[src/rtl/window_max_pkg.sv]
// Shared definitions for the peak detector and its sibling minimum selector:
// FSM state encoding and the default sample width of the phase datapath.
package window_max_pkg;

    localparam int DATA_W = 13;

    typedef enum logic [1:0] {
        IDLE  = 2'd0,
        ACCUM = 2'd1,
        HOLD  = 2'd2
    } state_e;

endpackage

[src/rtl/window_max_if.sv]
// Sample-in / result-out bundle of the peak detector. Both sides use plain
// valid/ready: a transfer happens on every rising edge where valid && ready.
interface window_max_if #(
    parameter int DW    = 13,
    parameter int IDX_W = 8
);
    logic             s_valid;
    logic [DW-1:0]    s_data;
    logic             s_ready;
    logic             m_valid;
    logic             m_ready;
    logic [DW-1:0]    m_max;
    logic [IDX_W-1:0] m_idx;

    // master: the environment feeding samples and taking results
    modport master (
        output s_valid, s_data, m_ready,
        input  s_ready, m_valid, m_max, m_idx
    );

    // slave: the peak detector itself
    modport slave (
        input  s_valid, s_data, m_ready,
        output s_ready, m_valid, m_max, m_idx
    );
endinterface

[src/rtl/window_max.sv]
// Streaming peak detector: finds the largest sample and its earliest index
// over each window of WIN_LEN accepted samples, then holds it until taken.
module window_max
    import window_max_pkg::*;
#(
    parameter int DW      = DATA_W,
    parameter int WIN_LEN = 256,
    parameter int IDX_W   = $clog2(WIN_LEN)
) (
    input  logic         clk,
    input  logic         rst_n,
    input  logic         arm,
    input  logic         clr,
    window_max_if.slave  bus,
    output state_e       dbg_state_o
);

    localparam logic [IDX_W-1:0] LAST = IDX_W'(WIN_LEN - 1);

    state_e           state_q, state_d;
    logic [IDX_W-1:0] cnt_q, cnt_d;
    logic [DW-1:0]    max_q, max_d;
    logic [IDX_W-1:0] idx_q, idx_d;
    logic [DW-1:0]    out_max_q, out_max_d;
    logic [IDX_W-1:0] out_idx_q, out_idx_d;

    logic accept;
    logic last_acc;
    logic take;

    assign accept   = (state_q == ACCUM) && bus.s_valid;
    assign last_acc = accept && (cnt_q == LAST);
    // First sample of a window always loads; later ones only on a strict win.
    assign take     = accept && ((cnt_q == '0) || (bus.s_data > max_q));

    always_ff @(posedge clk) begin
        if (!rst_n) begin
            state_q <= IDLE;
        end else begin
            state_q <= state_d;
        end
    end

    always_comb begin
        state_d = state_q;
        unique case (state_q)
            IDLE:    if (arm) state_d = ACCUM;
            ACCUM:   if (last_acc) state_d = HOLD;
            HOLD:    if (bus.m_ready) state_d = arm ? ACCUM : IDLE;
            default: state_d = IDLE;
        endcase
        if (clr) state_d = IDLE;
    end

    always_comb begin
        bus.s_ready = (state_q == ACCUM);
        bus.m_valid = (state_q == HOLD);
    end

    always_comb begin
        cnt_d     = cnt_q;
        max_d     = max_q;
        idx_d     = idx_q;
        out_max_d = out_max_q;
        out_idx_d = out_idx_q;
        if (accept) cnt_d = last_acc ? '0 : cnt_q + IDX_W'(1);
        if (take) begin
            max_d = bus.s_data;
            idx_d = cnt_q;
        end
        // The result register takes the post-compare value so the last
        // sample is already included in the cycle HOLD is entered.
        if (last_acc) begin
            out_max_d = max_d;
            out_idx_d = idx_d;
        end
        if (clr) begin
            cnt_d     = '0;
            max_d     = '0;
            idx_d     = '0;
            out_max_d = '0;
            out_idx_d = '0;
        end
    end

    always_ff @(posedge clk) begin
        if (!rst_n) begin
            cnt_q     <= '0;
            max_q     <= '0;
            idx_q     <= '0;
            out_max_q <= '0;
            out_idx_q <= '0;
        end else begin
            cnt_q     <= cnt_d;
            max_q     <= max_d;
            idx_q     <= idx_d;
            out_max_q <= out_max_d;
            out_idx_q <= out_idx_d;
        end
    end

    assign bus.m_max   = out_max_q;
    assign bus.m_idx   = out_idx_q;
    assign dbg_state_o = state_q;

endmodule

[src/flat_wrapper.sv]
// flat-port wrapper written by rule: the top's interface ports become plain ports
module window_max_flat import window_max_pkg::*;
#(
    parameter int DW      = DATA_W,
    parameter int WIN_LEN = 256,
    parameter int IDX_W   = $clog2(WIN_LEN)
)
  (clk, rst_n, arm, clr, dbg_state_o, bus_s_valid, bus_s_data, bus_m_ready, bus_s_ready, bus_m_valid, bus_m_max, bus_m_idx);
  window_max_if #(.DW(DW), .IDX_W(IDX_W)) bus_i ();
  input  logic clk;
  input  logic rst_n;
  input  logic arm;
  input  logic clr;
  output state_e dbg_state_o;
  input wire logic [$bits(bus_i.s_valid)-1:0] bus_s_valid;
  input wire logic [$bits(bus_i.s_data)-1:0] bus_s_data;
  input wire logic [$bits(bus_i.m_ready)-1:0] bus_m_ready;
  output wire logic [$bits(bus_i.s_ready)-1:0] bus_s_ready;
  output wire logic [$bits(bus_i.m_valid)-1:0] bus_m_valid;
  output wire logic [$bits(bus_i.m_max)-1:0] bus_m_max;
  output wire logic [$bits(bus_i.m_idx)-1:0] bus_m_idx;
  assign bus_i.s_valid = bus_s_valid;
  assign bus_i.s_data = bus_s_data;
  assign bus_i.m_ready = bus_m_ready;
  assign bus_s_ready = bus_i.s_ready;
  assign bus_m_valid = bus_i.m_valid;
  assign bus_m_max = bus_i.m_max;
  assign bus_m_idx = bus_i.m_idx;
  window_max #(.DW(DW), .WIN_LEN(WIN_LEN), .IDX_W(IDX_W)) u_core (.clk(clk), .rst_n(rst_n), .arm(arm), .clr(clr), .bus(bus_i), .dbg_state_o(dbg_state_o));
endmodule
[config.mk]
export PLATFORM = sky130hd
export DESIGN_NAME = window_max_flat
export DESIGN_NICKNAME = d
export VERILOG_FILES = /design/src/rtl/window_max_pkg.sv /design/src/rtl/window_max_if.sv /design/src/rtl/window_max.sv /design/src/flat_wrapper.sv
export SDC_FILE = /design/constraint.sdc
export NUM_CORES = 1
export LEC_CHECK = 0
export BUFFER_PORTS_ARGS = -buffer_cell sky130_fd_sc_hd__buf_2
export CELL_PAD_IN_SITES_DETAIL_PLACEMENT = 0
export CELL_PAD_IN_SITES_GLOBAL_PLACEMENT = 2
export CORE_MARGIN = 2
export CORE_UTILIZATION = 35
export DETAILED_ROUTE_END_ITERATION = 6
export MAX_ROUTING_LAYER = met4
export PLACE_DENSITY = 0.83
export SLEW_MARGIN = 20
export SYNTH_ARGS = -nofsm -noshare
export SYNTH_HDL_FRONTEND = slang
export SYNTH_SLANG_ARGS = --single-unit
[constraint.sdc]
create_clock -name clk -period 4.1 [get_ports clk]
set_clock_uncertainty 0.2 [all_clocks]
set_input_delay 0.205 -clock clk [delete_from_list [all_inputs] [get_ports clk]]
set_output_delay 0.205 -clock clk [all_outputs]
set_load 0.02 [all_outputs]
==> impl_results.md, run 1 <==
* Critical path startpoint category: primary input
* Max Cap Viol at 0
* CTS tree: yes
* Reg2reg start: u_core.cnt_q[0]
* Clock share of power at between 30% and 40%
* Reg2Reg Setup Slack at between 1 and 1.5 ns
* Core area at 6350 um2
* F_max at 330 MHz
* Netlist Area Pre-Place at 2290 um2
* # IOs at 44
* Worst Slack Setup Final at between 1 and 1.5 ns
* Minimum clock period at 3.03 ns
* DRT antenna net count at 0
* Placed Cells at 360
* Pin count of the biggest net entering global routing at 35
* EDFF count, synth at 0
* TritonCTS Buffers at 5
* Net Count, Synth at approximately 280
* Synth Register Bits at between 50 and 60
* PortBufs at 43
* Status: finished, final reports clean
* Synth-to-layout area growth at 20.7%
* Die Wd at 84.8 um
* Fin Hold WS at 0.00613 ns
* Detailed Route WL at a little under 5 mm
* Worst hold start: bus_s_data[11]
* DPL Wire Length at ~3.4 mm
* Initial antenna violation count at 0
* Highest-count cells in the layout ignoring fill and taps: dfxtp_1 (52), buf_2 (43), nor2_1 (41)
* Register area share after synthesis at 45.5%
* Fraction of layout instances using a drive strength above 1 at between 10% and 20%
* Vias at 1840
* GP Congestion at 0.754
* Seq pwr share at 57.4%
* Row count at 29
* Pint at slightly below 700 uW
* Initial Utilization at 36.0%
* Relative slew slack at 51.4%
* Gate power share at 7.1%
* Clk sinks at between 50 and 60
* WL/cell at ~13 um
* Setup TNS at 0 ns
* Post-synthesis cell type count at 31
* # H-tree levels at 2
* Final #Nets at 334
* Synth warnings at 0
* Root Driver: clkbuf_8
* Peak VDD IR at 0.000110 V
* Drc violations at 0
* Leak pwr at 1.10 nW
* Fill cells at 629
* Reg2Reg Depth at 9
* Via density at 4.88
* Pre-CTS setup slack at about 1.2 ns
* Hold Crit Class: primary input to flop
* Post-Syn Area per Cell at roughly 9.1 um2
* Final cell count without fillers at 377
* Arrival time worst endpoint at 3.01 ns
* Setup bufs post-CTS at 0
* Switching Share at 22.3%
* First-pass GRT wire length at just over 8 mm
* Final core occ at a little over two fifths
* Worst r2r dst: u_core.bus.m_max[4]
* Setup CP Type: primary input to flop
* P_sw at 198 uW
* Gr usage total at 14.9%
* Initial DRT Pass Iterations at 3
* Pwr dens at 320 nW/um2
* Post-synthesis cell count at 250
* Max Slew Vio Count at 0
* GRT overflow at 0
* DP Area at 2560 um2
* CP required at roughly 4 ns
* RSZ-0062 raised after global routing: false
* Worst skew pair latency at 0.30 ns
* Die footprint at 7200 um2
* Least-Margin Pin Slew at 0.726 ns
* Top_reg_cell synth: dfxtp_1
* Worst Setup End Kind: flop
* Worst-path clk slew at 0.09 ns
* Fin crit share at 73.9%
* Vias in the first global route at 1769
* Worst hold endpoint: u_core.max_q[11]
* Commonest non-fill, non-tap cell in the layout: dfxtp_1
* Initial DRC Count at 32
* Final hold viol count at 0
* Post-route cell area at 2760 um2
* Hold path cells at 3
* Post-synth ARST share at 0%
* Setup Viol. Count Final at 0
* Maximum fanout along the worst path at 20
* Clk buf depth at 2
* Total power at 884 uW
* # diodes at 0
* Die Ht at 84.8 um
==> worst max path at each step <==
stage / endpoint / start / cells past startpoint / slack (ns)
2_1_floorplan: u_core.bus.m_max[0] / u_core.cnt_q[0] / 10 / 1.72
3_3_place_gp: u_core.bus.m_max[9] / u_core.cnt_q[0] / 9 / 1.27
3_5_place_dp: u_core.bus.m_max[4] / u_core.cnt_q[0] / 9 / 1.23
4_1_cts: u_core.bus.m_max[4] / bus_s_data[8] / 10 / 1.06
5_1_grt: u_core.bus.m_max[1] / bus_s_data[8] / 10 / 0.92
6_report: u_core.bus.m_max[4] / bus_s_data[8] / 10 / 1.07
==> Yosys cell counts, types with 2 or more instances <==
cell type  number  area [um2]
inv_1          16        60.1
a21o_1          2        15.0
and4_1          2        17.5
nand4_1         2        12.5
a21oi_1        22         110
clkbuf_1       10        37.5
nor2b_1         2        12.5
a211oi_1        4        30.0
ha_1           15         188
and3_1          2        12.5
o21ai_0        22         110
nand3_1         6        30.0
xor2_1          3        26.3
nor3_1          9        45.0
mux2i_1        21         210
nor2_1         41         154
nand2_1         4        15.0
xnor2_1         2        17.5
dfxtp_1        52        1040
buf_6           2        22.5
==> cell type report <==
type                    instances  area [um2]  area share, %
repair buffers                 56         350           12.7
clock buffers                   7        96.3           3.49
well taps                      77        96.3           3.49
flip-flops and latches         52        1040           37.7
inverters                      16        60.1           2.18
multi-input cells             169        1120           40.4
==> critical path, stage by stage <==
cell and delay [ns]:
dlygate4sd3_1 0.54, buf_2 0.13, ha_1 0.31, nand4_1 0.17
a211oi_1 0.23, o21ai_0 0.19, a211oi_4 0.61, buf_12 0.26
mux2i_1 0.26, a21oi_1 0.10
==> layer usage <==
metal,global-route usage [%],part of all wire [%],vias to the layer above
met3,3.79,3.3,5
met2,23.9,45,30
met1,18.7,50,844
met5,-,0,-
met4,3.90,1.1,0
li1,-,-,961
==> timing repair <==
| item | 4_1_cts | 5_1_grt |
|---|---|---|
| gates resized for setup | 0 | 0 |
| setup endpoints to repair | 0 | 0 |
| hold endpoints to repair | 10 | 0 |
| hold buffers | 10 | 0 |
==> power groups by stage <==
stage | Sequential (mW) | Combinational (mW) | Clock [mW]
finish | 0.508 | 0.0631 | 0.313
detailed placement | 0.520 | 0.0563 | 0
global placement | 0.520 | 0.0562 | 0
CTS | 0.508 | 0.0639 | 0.324
global route | 0.508 | 0.0711 | 0.344
floorplan | 0.520 | 0.0347 | 0
==> sequential cells by signal (all words and copies together), names as in the netlist <==
register	count
u_core.bus.m_max	13
u_core.idx_q	8
u_core.max_q	13
u_core.bus.m_idx	8
u_core.cnt_q	8
u_core.dbg_state_o	2
==> kinds of logic after synthesis <==
kind of cell,Yosys count,synth area share (%)
AOI/OAI and AO/OA,52,12.6
xor gates and xnor gates,5,1.92
buffers and inverters,29,6.13
DFF,52,45.5
adders and majority gates,15,8.21
and+or+nand+nor,76,16.5
muxes,21,9.19
(Power assumes the default switching activity.)
==> run 2, diff against run 1 <==
--- a/config.mk
+++ b/config.mk
@@ -9,10 +9,10 @@
 export CELL_PAD_IN_SITES_DETAIL_PLACEMENT = 0
 export CELL_PAD_IN_SITES_GLOBAL_PLACEMENT = 2
 export CORE_MARGIN = 2
-export CORE_UTILIZATION = 35
+export CORE_UTILIZATION = 30
 export DETAILED_ROUTE_END_ITERATION = 6
 export MAX_ROUTING_LAYER = met4
-export PLACE_DENSITY = 0.83
+export PLACE_DENSITY = 0.76
 export SLEW_MARGIN = 20
 export SYNTH_ARGS = -nofsm -noshare
 export SYNTH_HDL_FRONTEND = slang
==> constraint.sdc (replaced) <==
create_clock -name clk -period 2.6 [get_ports clk]
set_clock_uncertainty 0.2 [all_clocks]
set_input_delay 0.13 -clock clk [delete_from_list [all_inputs] [get_ports clk]]
set_output_delay 0.13 -clock clk [all_outputs]
set_load 0.02 [all_outputs]
==> impl_results.md, run 2 (synthesized netlist as in run 1, its figures left out) <==
* CTS tree: yes
* Reg2Reg Depth at 10
* Commonest non-fill, non-tap cell in the layout: dfxtp_1
* Reg2reg start: u_core.cnt_q[1]
* Crit. Startpoint: u_core.cnt_q[1]
* Gr usage total at 13.4%
* # H-tree levels at 2
* Post-route cell area at 3130 um2
* CP Cell Sequence: inv_2, ha_4, or4b_4, nor4_4, buf_4, a2111oi_4, a211oi_4, buf_6, mux2i_4, a211oi_1
* WP depth at 10
* Initial antenna violation count at 0
* Relative slew slack at 74.2%
* Setup TNS at 0 ns
* Final hold viol count at 0
* Final #Nets at between 300 and 400
* Worst r2r dst: u_core.bus.m_max[8]
* Pwr dens at 473 nW/um2
* CP required at 2.58 ns
* GP Congestion at approximately 0.72
* Fraction of layout instances using a drive strength above 1 at 28.1%
* Maximum fanout along the worst path at 7
* Drc violations at 0
* Placed Cells at 391
* Fin Hold WS at 0.102 ns
* Arrival time worst endpoint at 2.53 ns
* Final cell count without fillers at 419
* Die footprint at 8340 um2
* TritonCTS Buffers at 5
* Vias at a little under 2000
* Highest-count cells in the layout ignoring fill and taps: dfxtp_1 (49), buf_2 (42), nor2_1 (41)
* # diodes at 0
* Core area at 7330 um2
* CP endpoint: u_core.bus.m_max[8]
* RSZ-0062 raised after global routing: true
* Worst Setup End Kind: flop
* PortBufs at 43
* Buf/Inv on CP at 3
* Worst path slowest cell: or4b_4
* Worst skew pair latency at 0.30 ns
* Pin count of the biggest net entering global routing at 35
* Synth-to-layout area growth at 36.7%
* Leak pwr at 1.24 nW
* First-pass GRT wire length at between 8 and 9 mm
* DPL Wire Length at ~3.8 mm
* WL/cell at between 10 and 15 um
* CP delay by family, top: simple AND/OR/NAND/NOR gates
* # IOs at 44
* Setup CP Type: flop to flop
* Critical path startpoint category: flop
* Max Slew Vio Count at 0
* Via density at 4.60
* Initial DRC Count at 75
* Clk buf depth at 2
* Clk sinks at 52
* Detailed Route WL at 5.53 mm
* GRT overflow at 0
* Max Cap Viol at 0
* Fin crit share at 98.0%
* DP Area at 2660 um2
* Reg2Reg Setup Slack at 0.05 ns
* Setup Viol. Count Final at 0
* Root Driver: clkbuf_8
* Status: finished, final reports clean
* Fill cells at 733
* DRT antenna net count at 0
* Least-Margin Pin Slew at 0.387 ns
* Minimum clock period at 2.55 ns
* Initial DRT Pass Iterations at 4
* Die Ht at about 90 um
* Peak VDD IR at ~0.00028 V
* Initial Utilization at 31.2%
* Worst-path clk slew at 0.10 ns
* Hold Crit Class: primary input to flop
* CP max stage delay at 0.46 ns
* F_max at 393 MHz
* Vias in the first global route at 1812
* Row count at 31
* Die Wd at 91.3 um
* Final core occ at between 40% and 50%
[run 2: cell count changes in the layout (fill, tap and decap cells not counted), moves of 3 or more]
cell	previous run	this run
mux2i_4	0	3
dlygate4sd3_1	10	15
mux2i_1	21	16
dfxtp_2	0	3
dfxtp_1	52	49
buf_4	2	14
[run 2: tightest hold or removal path: cells and delay by family]
family | cells | cell delay (ns)
buffers and inverters | 2 | 0.27
AOI/OAI and AO/OA | 2 | 0.13
and+or+nand+nor | 1 | 0.04
[run 2: stage by stage]
step                setup WS, ns  total power, mW
floorplan                  0.222            0.875
global placement          0.0183            0.912
detailed placement       -0.0173            0.912
CTS                      0.00303             1.48
global route             -0.0782             1.55
finish                    0.0525             1.48
[run 2: area by class of cell]
| cell class | instances | area [um2] | share of cell area, % |
|---|---|---|---|
| clock buffers | 6 | 72.6 | 2.32 |
| clock inverters | 2 | 35.0 | 1.12 |
| inverters | 16 | 60.1 | 1.92 |
| multi-input cells | 169 | 1250 | 39.9 |
| flip-flops and latches | 52 | 1040 | 33.4 |
| well taps | 99 | 124 | 3.96 |
| repair buffers | 75 | 542 | 17.3 |
[run 2: how the worst min path moves through the flow]
stage,start,end,cells after the start
2_1_floorplan,bus_s_data[10],u_core.max_q[10],2
3_3_place_gp,bus_m_ready,u_core.dbg_state_o[1],3
3_5_place_dp,bus_m_ready,u_core.dbg_state_o[1],3
4_1_cts,clr,u_core.bus.m_max[10],5
5_1_grt,clr,u_core.bus.m_max[10],5
6_report,clr,u_core.bus.m_max[10],5
[run 2: what timing repair did]
item	in CTS	in global routing
pin swaps	0	7
gates cloned	0	1
gates resized for setup	1	28
endpoints found under the hold margin	22	0
setup endpoints to repair	25	34
buffers inserted	0	5
hold buffers	15	0
[run 2: layer usage]
metal | wire, um | track usage [%]
met2 | 2600 | 20.7
met1 | 2730 | 18.1
met3 | 177 | 3.24
met5 | 0 | -
met4 | 21 | 2.65
[run 2: power by group]
group          switching [mW]  internal [mW]  total [mW]
Clock                   0.263          0.286       0.549
Combinational          0.0648         0.0638       0.129
Sequential            0.00216          0.799       0.801
Total                   0.330           1.15        1.48
